$ cat src/rtl/store_buffer_pkg.sv
// Shared definitions for the store buffer: default depth and the buffered entry layout.
package store_buffer_pkg;

  localparam int DEPTH_DEFAULT = 4;

  typedef struct packed {
    logic [29:0] word_addr;
    logic [31:0] data;
  } sb_entry_t;

endpackage

$ cat src/rtl/store_buffer_sb_fifo.sv
// Circular FIFO of buffered stores with head/tail pointers, occupancy count and an
// in-place data update port used when a new store coalesces into an existing entry.
module sb_fifo
  import store_buffer_pkg::*;
#(
  parameter int DEPTH = DEPTH_DEFAULT
) (
  input  logic                           clock,
  input  logic                           reset,
  input  logic                           push,
  input  sb_entry_t                      push_entry,
  input  logic                           pop,
  input  logic                           upd,
  input  logic [$clog2(DEPTH)-1:0]       upd_idx,
  input  logic [31:0]                    upd_data,
  output sb_entry_t [DEPTH-1:0]          entries,
  output logic [DEPTH-1:0]               valid,
  output logic [$clog2(DEPTH)-1:0]       head,
  output logic [$clog2(DEPTH):0]         count
);

  localparam int PW = $clog2(DEPTH);
  localparam int CW = PW + 1;

  sb_entry_t [DEPTH-1:0] mem;
  logic [PW-1:0]         tail;

  assign entries = mem;

  // Entry storage carries no reset; validity comes only from head/count.
  always_ff @(posedge clock) begin
    if (push) mem[tail] <= push_entry;
    if (upd) mem[upd_idx].data <= upd_data;
  end

  always_ff @(posedge clock) begin
    if (reset) begin
      head  <= '0;
      tail  <= '0;
      count <= '0;
    end else begin
      if (push) tail <= tail + PW'(1);
      if (pop) head <= head + PW'(1);
      case ({push, pop})
        2'b10:   count <= count + CW'(1);
        2'b01:   count <= count - CW'(1);
        default: count <= count;
      endcase
    end
  end

  // An entry is live when its distance from head (mod DEPTH) is below count.
  always_comb begin
    valid = '0;
    for (int i = 0; i < DEPTH; i++) begin
      valid[i] = (CW'(PW'(i) - head) < count);
    end
  end

endmodule

$ cat src/rtl/store_buffer.sv
// Write buffer between CPU and data memory: queues stores, forwards them to loads,
// coalesces same-word stores and drains to memory whenever the port is free.
module store_buffer
  import store_buffer_pkg::*;
#(
  parameter int DEPTH = DEPTH_DEFAULT
) (
  input  logic        clock,
  input  logic        reset,
  input  logic        cpu_wr,
  input  logic        cpu_rd,
  input  logic [31:0] cpu_addr,
  input  logic [31:0] cpu_wdata,
  output logic [31:0] cpu_rdata,
  output logic        cpu_stall,
  output logic        empty,
  output logic        mwr,
  output logic        moe,
  output logic [31:0] ma,
  output logic [31:0] mwd,
  input  logic [31:0] mrd
);

  localparam int PW = $clog2(DEPTH);
  localparam int CW = PW + 1;

  sb_entry_t [DEPTH-1:0] entries;
  logic [DEPTH-1:0]      valid;
  logic [PW-1:0]         head;
  logic [CW-1:0]         count;
  logic                  full;
  logic                  drain;
  logic                  accept;
  logic                  hit;
  logic [PW-1:0]         hit_idx;
  logic                  coalesce;
  logic                  push;
  sb_entry_t             push_entry;

  assign full      = (count == CW'(DEPTH));
  assign empty     = (count == '0);
  // Reset suppresses the drain so buffered stores are discarded, not written.
  assign drain     = !empty && (!cpu_rd || full) && !reset;
  assign cpu_stall = !reset && full && (cpu_rd || cpu_wr);
  assign accept    = cpu_wr && !cpu_stall;

  // At most one live entry can hold a given word, so the last hit is the only hit.
  always_comb begin
    hit     = 1'b0;
    hit_idx = '0;
    for (int i = 0; i < DEPTH; i++) begin
      if (valid[i] && (entries[i].word_addr == cpu_addr[31:2])) begin
        hit     = 1'b1;
        hit_idx = PW'(i);
      end
    end
  end

  // A head that leaves memory this cycle cannot absorb the new data.
  assign coalesce             = accept && hit && !((hit_idx == head) && drain);
  assign push                 = accept && !coalesce;
  assign push_entry.word_addr = cpu_addr[31:2];
  assign push_entry.data      = cpu_wdata;

  sb_fifo #(.DEPTH(DEPTH)) u_fifo (
    .clock      (clock),
    .reset      (reset),
    .push       (push),
    .push_entry (push_entry),
    .pop        (drain),
    .upd        (coalesce),
    .upd_idx    (hit_idx),
    .upd_data   (cpu_wdata),
    .entries    (entries),
    .valid      (valid),
    .head       (head),
    .count      (count)
  );

  always_comb begin
    cpu_rdata = '0;
    if (cpu_rd) cpu_rdata = hit ? entries[hit_idx].data : mrd;
  end

  always_comb begin
    mwr = 1'b0;
    moe = cpu_rd;
    ma  = cpu_addr;
    mwd = '0;
    if (drain) begin
      mwr = 1'b1;
      moe = 1'b0;
      ma  = {entries[head].word_addr, 2'b00};
      mwd = entries[head].data;
    end
  end

endmodule

$ cat config.mk
export PLATFORM = sky130hd
export DESIGN_NAME = store_buffer
export DESIGN_NICKNAME = d
export VERILOG_FILES = /design/src/rtl/store_buffer_pkg.sv /design/src/rtl/store_buffer_sb_fifo.sv /design/src/rtl/store_buffer.sv
export SDC_FILE = /design/constraint.sdc
export NUM_CORES = 1
export LEC_CHECK = 0
export BUFFER_PORTS_ARGS = -buffer_cell sky130_fd_sc_hd__buf_4
export CAP_MARGIN = 20
export CORE_UTILIZATION = 30
export DETAILED_ROUTE_END_ITERATION = 7
export PLACE_DENSITY = 0.49
export RECOVER_POWER = 100
export SLEW_MARGIN = 20
export SYNTH_ARGS = -nofsm -noshare
export SYNTH_HDL_FRONTEND = slang
export SYNTH_SLANG_ARGS = --single-unit
$ cat constraint.sdc
create_clock -name clock -period 7.8 [get_ports clock]
set_input_delay 0.39 -clock clock [delete_from_list [all_inputs] [get_ports clock]]
set_output_delay 0.39 -clock clock [all_outputs]
set_load 0.1 [all_outputs]
==> results.py <==
metrics = {
    "logic_synthesis": {
        "synth_edf_count": 120,
        "async_reset_ff_share_pct": 0,
        "syn-num-nets": 1203,
        "syn_area_um2": 13200,
        "yosysTopAreaCellShare_pct": 27.4,
        "ys.flop_type": "dfxtp_1",
        "yosysMostFrequentCell": "dfxtp_1",
        "synthMuxAreaShare_pct": 21.7,
        "yosys-top-cells-area": "edfxtp_1, dfxtp_1, mux4_2",
        "yosysTopAreaCell": "edfxtp_1",
        "yosys-top-cells-count": "dfxtp_1, edfxtp_1, nand2_1",
        "synth_compound_area_share_pct": 7.79,
        "yosysSeqAreaShare_pct": 47.9,
        "synth_warnings": 0,
        "synth_top_family_by_area": "multiplexers",
        "synth-simple-area-share_pct": 9.08,
        "synth_cells": 1088,
        "post_synth_fa_ha_maj_area_fraction_pct": 1.48,
        "avgSynthCellArea_um2": 12.1,
        "ys_ff_latch": 255,
        "synthXorXnorAreaFrac_pct": 8.32,
        "ys_types": 48,
    },
    "power": {
        "vdd_drop_max_mv": 0.270,
        "power.density_nw_per_um2": 384,
        "p_leak_nw": 5.73,
    },
    "cts": {
        "cts.reportedPaths.clkPinSlew_ps": 60,
        "cts-resized-gates": 0,
        "cts.sinks": 255,
        "cts_buffers": 29,
        "htreeDepth": 1,
        "clock_latency_ps": 550,
        "ctsHoldBuffers": 0,
        "cts_tree": "yes",
        "postCtsSetupRepairBufs": 0,
        "root_buffer": "clkbuf_16",
        "clock_path_buffers": 3,
    },
    "global_route": {
        "grt_pass1_vias": 9351,
        "grt_antenna_before_repair": 0,
        "grt_pass1_wl_mm": 58.3,
        "grt_max_degree": 71,
        "grt_overflow": 0,
        "grt_use_total_pct": 17.1,
    },
    "sta": {
        "timing.max_slew.rel_slack_pct": -56.5,
        "fin_skew_ps": 10.9,
        "max_slew.worst_pin.slew_ps": 2350,
        "post-route-period-util_pct": 81.8,
        "timing.fmax_mhz": 157,
        "holdWs_ps": 76.0,
        "hold_violations": 0,
        "rsz0062_at_grt": "no",
        "fin_crit_ps": 6380,
        "slew_violations": 261,
        "tns_ps": 0,
        "setup_viol": 0,
    },
    "outcome": {
        "violations": "max-capacitance violations, max-slew violations",
        "outcome": "finished with violations",
    },
    "drt": {
        "wirelength_mm": 38.7,
        "routed_via_density": 5.01,
        "drcViolationCount": 0,
        "drtIter0Drc": 592,
        "drt-pass1-iter-count": 4,
        "num_vias": 9239,
        "drtAntennaViolNets": 0,
        "route.detailed.wl_per_inst_um": 21.0,
    },
    "floorplan": {
        "initial_core_util_pct": 30.5,
        "die-height_um": 211,
        "fp-row-count": 76,
        "die_width_um": 211,
        "fp.dieArea_um2": 44700,
        "coreArea_um2": 43200,
        "io_pins": 200,
    },
    "critical_path": {
        "start_kind": "flip-flop",
        "cp_data_required_time_ps": 7410,
        "reg2reg_to": "u_fifo.entries[145]",
        "path_class": "reg -> out",
        "crit_path_max_fanout": 64,
        "end_kind": "output port",
        "worstReg2RegStart": "u_fifo.count[0]",
        "path_cells": "inv_1 -> ha_1 -> inv_1 -> ha_1 -> a21oi_1 -> o211a_1 -> nand3_2 -> buf_4 -> nand3_2 -> nor2b_4 -> clkbuf_2 -> a21oi_1 -> nor2b_1 -> clkbuf_1",
        "cpMaxStageDelayCell": "clkbuf_2",
        "reg2reg_depth": 11,
        "cpPeakStageDelay_ps": 1160,
        "arrival_ps": 5990,
        "rrSetupSlack_ps": 1690,
    },
    "placed_design": {
        "place_area_um2": 15100,
        "port_buffers": 199,
        "hpwl_mm": 25.6,
        "dp.cells": 1791,
        "gp_congestion": 0.754,
    },
    "layout": {
        "final_area_um2": 15800,
        "fin_util_pct": 36.6,
        "fillers": 4395,
        "antenna_cells": 0,
        "final_cells": 1844,
        "syn_to_final_growth_pct": 19.9,
        "drive_gt1_share_pct": 24.6,
        "fin_nets": 1352,
    },
    "hold_path": {
        "hp-start": "reset",
        "hp-class": "in -> reg",
        "min_path_cells": 2,
        "holdPathEnd": "u_fifo.head[0]",
    },
    "flow_run": {
        "max_cap_violations": 7,
    },
}
power by group:
group / total [W] / switching, W / leakage, nW / internal, W
sequential: 0.00211 / 0.000318 / 2.24 / 0.00180
clock: 0.00143 / 0.000540 / 0.505 / 0.000888
combinational: 0.00252 / 0.00174 / 2.99 / 0.000789
total: 0.00607 / 0.00259 / 5.73 / 0.00347
worst max-delay path by stage:
stage / start / to / cells past startpoint
after floorplan: u_fifo.count[0] / u_fifo.count[2] / 14
after global placement: u_fifo.head[0] / u_fifo.entries[16] / 14
after detailed placement: u_fifo.head[0] / u_fifo.entries[17] / 14
after CTS: u_fifo.head[0] / cpu_rdata[6] / 14
after global routing: u_fifo.head[0] / cpu_rdata[17] / 14
final: u_fifo.head[0] / cpu_rdata[17] / 14
final cells by class:
type                       count  area [um^2]  share of cell area [%]
timing repair buffer         215         1250                    7.91
multi-input combinational    719         6410                    40.6
sequential                   255         6310                    40.0
inverter                      17         63.8                   0.404
tap                          585          732                    4.64
clock inverter                12          163                    1.03
clock buffer                  41          852                    5.40
kinds of logic after synthesis:
kind of cell | count (synthesis)
xor+xnor | 125
compound gates | 151
mux | 192
flops | 255
fa+ha+maj | 15
buf+inv | 114
simple gates | 236
per-layer routing:
layer / wire [um] / GRT usage [%] / vias to the layer above / part of all wire, %
li1: - / - / 4306 / -
met1: 17500 / 23.1 / 4622 / 45
met2: 18500 / 28.9 / 266 / 48
met3: 1970 / 2.31 / 45 / 5.1
met4: 718 / 3.75 / 0 / 1.9
met5: 0 / 0 / - / 0
per-stage QoR:
step,setup WS [ps],total power (W)
2_1_floorplan,3210,0.00413
3_3_place_gp,2470,0.00477
3_5_place_dp,2430,0.00480
4_1_cts,2350,0.00624
5_1_grt,1060,0.00637
6_report,1420,0.00607
worst max-delay path, delay by kind of cell, from the launching register on:
family / cells / cell delay (ps)
buffers and inverters: 5 / 2760
AO/OA/AOI/OAI: 3 / 490
adder cells (fa/ha/maj): 2 / 650
AND/OR/NAND/NOR: 4 / 570
flip-flops: 1 / 890
cells in the final DEF, fill, tap and decap left out, drive strengths merged, types with 4 or more instances in the layout:
cell type,instances
o22ai,64
clkinv,7
a211oi,32
bufinv,4
and2,35
dfxtp,135
nand4,18
nor4,17
xor2,57
buf,117
clkbuf,139
nor2b,33
mux2,128
xnor2,68
a21oi,39
nand2,98
mux4,62
inv,18
nand3,4
nor2,16
nor3,5
ha,14
edfxtp,120
Note: power is estimated with default switching activity, not from simulation.
